--- src/rtl/mem_stage.sv ---
// mem_stage: pipeline memory-access stage issuing word loads/stores on a req/ack bus with timeout
package mem_stage_pkg;
  typedef enum logic [1:0] {OP_NONE = 2'b00, OP_LOAD = 2'b01, OP_STORE = 2'b10, OP_RSVD = 2'b11} mem_op_t;
  typedef logic [3:0] wrstb_t;
  typedef struct packed {
    logic [4:0]  rd_addr;
    logic [31:0] rd_data;
    mem_op_t     mem_op;
    logic [31:0] mem_data;
  } mem_params_t;
  typedef struct packed {
    logic [4:0]  rd_addr;
    logic [31:0] rd_data;
  } wb_params_t;
endpackage

module mem_stage
  import mem_stage_pkg::*;
#(
  parameter int unsigned TIMEOUT = 255
) (
  input  logic        clk,
  input  logic        rst,
  input  logic        mem_valid_i,
  input  mem_params_t mem_i,
  output logic        stall_o,
  output logic        wb_valid_o,
  output wb_params_t  wb_o,
  output logic        bus_err_o,
  output logic        dbus_req_o,
  output logic        dbus_we_o,
  output logic [31:0] dbus_addr_o,
  output logic [31:0] dbus_wdata_o,
  output wrstb_t      dbus_wrstb_o,
  input  logic        dbus_ack_i,
  input  logic [31:0] dbus_rdata_i
);
  typedef enum logic {IDLE, BUSY} state_t;
  state_t      state, state_n;
  logic [15:0] cnt;
  logic [4:0]  rd_lat;
  logic        is_mem, start, ack_done, tmo_done;
  assign stall_o = state == BUSY;
  always_ff @(posedge clk) state <= rst ? IDLE : state_n;
  // ack is checked first so a completion on the last allowed cycle is never reported as a timeout
  always_comb begin
    is_mem   = mem_i.mem_op == OP_LOAD || mem_i.mem_op == OP_STORE;
    start    = state == IDLE && mem_valid_i && is_mem;
    ack_done = state == BUSY && dbus_ack_i;
    tmo_done = state == BUSY && !dbus_ack_i && cnt == 16'(TIMEOUT - 1);
    state_n  = start ? BUSY : (ack_done || tmo_done) ? IDLE : state;
  end
  always_ff @(posedge clk) begin
    if (rst) begin
      wb_valid_o   <= 1'b0;
      wb_o         <= '0;
      bus_err_o    <= 1'b0;
      dbus_req_o   <= 1'b0;
      dbus_we_o    <= 1'b0;
      dbus_addr_o  <= '0;
      dbus_wdata_o <= '0;
      dbus_wrstb_o <= '0;
      rd_lat       <= '0;
      cnt          <= '0;
    end else begin
      wb_valid_o <= 1'b0;
      bus_err_o  <= 1'b0;
      if (state == IDLE) begin
        if (mem_valid_i && !is_mem) begin
          wb_o       <= {mem_i.rd_addr, mem_i.rd_data};
          wb_valid_o <= 1'b1;
        end
        if (start) begin
          dbus_req_o   <= 1'b1;
          dbus_we_o    <= mem_i.mem_op == OP_STORE;
          dbus_addr_o  <= {mem_i.rd_data[31:2], 2'b00};
          dbus_wdata_o <= mem_i.mem_data;
          dbus_wrstb_o <= mem_i.mem_op == OP_STORE ? 4'b1111 : 4'b0000;
          rd_lat       <= mem_i.rd_addr;
          cnt          <= '0;
        end
      end else if (ack_done || tmo_done) begin
        dbus_req_o <= 1'b0;
        wb_valid_o <= 1'b1;
        bus_err_o  <= tmo_done;
        wb_o       <= dbus_we_o ? '0 : {rd_lat, ack_done ? dbus_rdata_i : 32'd0};
      end else begin
        cnt <= cnt + 16'd1;
      end
    end
  end
endmodule

--- config.mk ---
export PLATFORM = sky130hd
export DESIGN_NAME = mem_stage
export DESIGN_NICKNAME = d
export VERILOG_FILES = /design/src/rtl/mem_stage.sv
export SDC_FILE = /design/constraint.sdc
export NUM_CORES = 1
export LEC_CHECK = 0
export CORE_MARGIN = 4
export CORE_UTILIZATION = 40
export DETAILED_ROUTE_END_ITERATION = 6
export PLACE_DENSITY = 0.79
export RECOVER_POWER = 100
export SLEW_MARGIN = 20
export SYNTH_ARGS = -nofsm -noshare
export SYNTH_HDL_FRONTEND = slang
export SYNTH_SLANG_ARGS = --single-unit
export TNS_END_PERCENT = 100
--- constraint.sdc ---
create_clock -name clk -period 5.4 [get_ports clk]
set_input_delay 1.08 -clock clk [delete_from_list [all_inputs] [get_ports clk]]
set_output_delay 1.08 -clock clk [all_outputs]
set_load 0.02 [all_outputs]
# Word level (Yosys, flattened, before mapping)
# Index checks and enable logic that the tools add are counted.
[totals]
input_bits = 107
out_inout_bits = 110
regBits = 129
word_cells = 54
[op_classes]
add_sub_neg = 1
n_reduce_logical = 18
mux = 16
n_eq_ne = 5
bitwise_logic = 2
[op_table]
columns = ["operator", "n"]
rows = [
  ["$mux W37", 4],
  ["$mux W16", 3],
  ["$mux W32", 1],
  ["$add A16 B1 Y16 const B", 1],
  ["$eq A16 B8 Y1 const B", 1],
  ["$reduce_and A2 Y1", 4],
  ["$mux W1", 7],
  ["$logic_and A1 B1 Y1", 6],
  ["$reduce_bool A2 Y1", 3],
  ["$mux W4", 1],
  ["$reduce_or A3 Y1", 1],
  ["$eq A2 B1 Y1 const B", 1],
  ["$eq A2 B2 Y1 const B", 1],
  ["$logic_not A1 Y1", 2],
  ["$logic_or A1 B1 Y1", 2],
  ["$ne A2 B1 Y1 const B", 1],
  ["$ne A2 B2 Y1 const B", 1],
  ["$not A1 Y1", 2],
]

# Logic depth before layout (Yosys ltp)
[depth]
word_depth = 6
ltp_mapped = 10
mapped_depth_nobuf = 7

# Worst setup path after synthesis
# No wires, ideal clock.
[synth_timing]
path_type = "input to register"
from = "in mem_i[32] in the netlist's numbering"
to = "reg cnt[12]"
slack_ns = 2.494
setup_ns = 0.074
n_path_buf = 2
stages = 9
t_arrival_ns = 2.831
required_ns = 5.326
path_cell_list = "inv_1 ha_1 or3b_1 buf_2 nand2_4 o31ai_4 buf_6 or4b_1 a31oi_1"
[synth_via]
elab_chain_len = 5
word_cells_on_any_way = 6
classes_between = "2 x eq/ne; 4 x reduce/logical"
[synth_lines]
columns = ["item", "line", "text"]
rows = [
  ["start, declared", "25", "input mem_params_t mem_i,"],
  ["$eq A2 B1 Y1 or $eq A2 B2 Y1 (tied branches)", "47", "is_mem = mem_i.mem_op == OP_LOAD || mem_i.mem_op == OP_STORE;"],
  ["$logic_or A1 B1 Y1 *", "47", ""],
  ["$logic_and A1 B1 Y1 *", "48", "start = state == IDLE && mem_valid_i && is_mem;"],
  ["$reduce_bool A2 Y1 (no source line) *", "-", ""],
  ["$reduce_and A2 Y1 (no source line) *", "-", ""],
  ["end signal, assigned", "88", "cnt <= cnt + 16'd1;"],
  ["end, declared", "40", "logic [15:0] cnt;"],
]
# Mark *: on every way between the ends. The rest lies on a longest branch, timed or not.
# A chain may end at the register's enable or synchronous reset.

# Final worst setup path
[layout_timing]
from = "in dbus_ack_i"
to = "reg wb_o[4] in the netlist's numbering"
[layout_via]
elab_chain_len = 6
word_cells_on_any_way = 11
classes_between = "1 x eq/ne; 4 x mux; 6 x reduce/logical"
[layout_lines]
columns = ["item", "line", "text"]
rows = [
  ["start, declared", "35", "input logic dbus_ack_i,"],
  ["$logic_not A1 Y1", "50", "tmo_done = state == BUSY && !dbus_ack_i && cnt == 16'(TIMEOUT - 1);"],
  ["$logic_and A1 B1 Y1 (2 in series)", "50", ""],
  ["$logic_or A1 B1 Y1", "82", "end else if (ack_done || tmo_done) begin"],
  ["$ne A2 B1 Y1 (no source line)", "-", ""],
  ["$reduce_and A2 Y1 (no source line)", "-", ""],
  ["end signal, assigned", "70", "wb_o <= {mem_i.rd_addr, mem_i.rd_data};"],
  ["end signal, assigned", "86", "wb_o <= dbus_we_o ? '0 : {rd_lat, ack_done ? dbus_rdata_i : 32'd0};"],
  ["end, declared", "28", "output wb_params_t wb_o,"],
]
# Several ways; a longest one is shown, not always the timed one. The select of a mux whose other input is x is not followed.

==> metrics.md <==
| Metric | Value |
|---|---|
| Status | finished, final reports clean |
| CTS resizes | 0 |
| Routability cong. | 0.780 |
| Setup TNS | 0 ns |
| Ys async rst share | 0% |
| Fillers | 1086 |
| Core Area | 12700 µm² |
| WL/cell | 15.0 µm |
| Layout cells sized above 1 | 4.74% |
| Max-cap viol count | 0 |
| ANT nets after route | 0 |
| Req. time, crit path | 5.73 ns |
| CTS sink cnt | 125 |
| Pin slew with the least headroom to its limit | 1.47 ns |
| Final setup fails | 0 |
| Commonest non-fill, non-tap cell in the layout | nand2_1 |
| Worst Skew | 0.00739 ns |
| Tightest Hold Check Type | reg -> reg |
| Type of origin of the critical path | input pin |
| Die height | 122 µm |
| Starting density of the core | 40.9% |
| Port Buffers | 214 |
| Drt pass-1 iters | 6 |
| Clock root buffer | clkbuf_16 |
| Global-route wire length before repair | 23.3 mm |
| Commonest cells after routing, fill and taps aside | nand2_1 (155), dfxtp_1 (124), dlygate4sd3_1 (110) |
| Die width | 122 µm |
| DR iter-0 viols | 249 |
| Fin crit share | 65.1% |
| WS Path Type | in -> reg |
| Antenna fix cells | 0 |
| WL final | 15.2 mm |
| Predominant post-synthesis flop cell | dfxtp_1 |
| Number of CTS-inserted buffers | 17 |
| NumNets Final | 941 |
| Row cnt | 41 |
| EDFF count, synth | 0 |
| Worst vdd ir | 0.247 mV |
| Vias per Instance | 4.99 |
| LEAKAGE | 0.00309 µW |
| CTS tree | yes |
| RSZ-0062 raised after global routing | no |
| Setup crit end kind | register |
| Initial antenna violation count | 0 |
| Vias post-DR | 5067 |
| CP Max Fanout | 74 |
| Clock Tree Buf Depth | 2 |
| H-tree Lvls | 4 |
| Multi-input gate area | 2420 µm² |
| Crit path DAT | 3.84 ns |
| Post-synthesis cell type count | 41 |
| Total grt overflow | 0 |
| Area of the mapped netlist | 5180 µm² |
| F_max | 285 MHz |
| Fin. max-slew vios | 0 |
| Syn Inst Count | 648 |
| Fin. Hold Viols | 0 |
| Post-CTS Hold Buffers | 0 |
| # DRC | 0 |
| Final HPWL DP | 10.4 mm |
| Clk Latency, worst-skew pair | 0.42 ns |
| Ports | 217 |
| Slew margin rel. | 2.14% |
| Synth-to-Final Area Change | 53.8% |
| Power per Cell Area | 338 nW/µm² |
| Mean cell area of the mapped netlist | 7.99 µm² |
| Period minus WS final | 3.51 ns |
| Total track usage | 20.1% |
| Yosys reg bits | 125 |
| Syn. warnings | 0 |
| Fin area | 7960 µm² |
| Die Area | 14800 µm² |
| Largest net degree at the start of global routing | 79 |
| Register area | 2500 µm² |
| DP Area | 7350 µm² |
| Sequential fraction of the synthesis area | 48.3% |
| Clk pin slew, worst setup/hold paths | 0.06 ns |
| Post-CTS setup buffers | 0 |
| Vias in the first global route | 4645 |
## layout make-up
type                            count  share of cell area (%)
Sequential cell                   125                    31.4
Multi-Input combinational cell    464                    30.4
Timing Repair Buffer              221                    27.5
Clock buffer                       25                    5.84
Tap cell                          172                    2.70
Clock inverter                      7                    2.01
Inverter                            2                  0.0943
## sequential cells by signal, summed over array words and instances (netlist names)
name	flops
bus_err_o	1
stall_o	1
cnt	16
dbus_addr_o	30
wb_valid_o	1
dbus_wdata_o	32
wb_o	37
dbus_req_o	1
dbus_wrstb_o	1
rd_lat	5
## critical path, stage by stage
cell and delay, ns:
dlygate4sd3_1 0.58, nor4b_1 0.33, nand2_1 0.23, o21ai_4 0.18, clkbuf_2 1.04, nor2_1 0.10, a211oi_1 0.25
## synth_stat cells, types with 4 or more instances
master	count	share of area [%]
dfxtp_1	125	48
nand3b_1	8	1.2
and3_1	4	0.48
clkbuf_1	39	2.8
buf_4	6	0.87
nand3_1	20	1.9
nor2_1	42	3.0
a311oi_1	5	0.85
buf_2	7	0.68
a31oi_1	10	1.2
nor2b_1	33	4.0
buf_1	5	0.36
nand2_1	155	11
or4b_1	7	1.4
nand2b_1	7	0.85
a21oi_1	107	10
a211oi_1	33	4.8
## metrics by stage
step / setup slack (ns) / power [µW] / hold WS, ns / cells / utilization (%)
floorplan: 2.49 / 1280 / 0.436 / 649 / -
global placement: 1.83 / 1520 / 0.441 / 984 / 58.0
detailed placement: 1.78 / 1520 / 0.446 / 984 / 58.0
CTS: 2.23 / 2740 / 0.453 / 1016 / 63.0
global route: 1.55 / 2810 / 0.460 / 1016 / 62.9
finish: 1.89 / 2690 / 0.446 / 1016 / 62.9
## final timing paths
kind / startpoint / endpoint / slack (ns) / depth (start not counted)
worst max-delay path: dbus_ack_i / wb_o[4] / 1.89 / 7
worst min-delay path: dbus_wdata_o[25] / dbus_wdata_o[25] / 0.45 / 2
worst max register to register: cnt[0] / wb_o[4] / 2.56 / 8
worst min register to register: dbus_wdata_o[25] / dbus_wdata_o[25] / 0.45 / 2
## routing by layer
metal	routed length, µm	GRT usage (%)	up-vias
met1	6230	23.7	2291
li1	-	-	2599
met5	0	0	-
met4	454	9.38	0
met3	1110	7.38	31
met2	7420	32.5	146
## report_power, final
part	total, µW	switching [µW]	internal (µW)	leakage [µW]
sequential	1010	28.4	985	0.00102
combinational	460	251	209	0.00176
clock	1220	390	829	0.000303
## kinds of logic (layout without fill, tap and decap cells)
kind of cell | after synthesis | after routing | synth area share (%)
flip-flops | 125 | 125 | 48.3
other | 1 | 2 | 0.0724
adder cells (fa/ha/maj) | 3 | 3 | 0.725
buffers and inverters | 60 | 255 | 5.10
AO/OA/AOI/OAI | 165 | 165 | 18.8
AND/OR/NAND/NOR | 294 | 294 | 27.0
(Power assumes the default switching activity.)
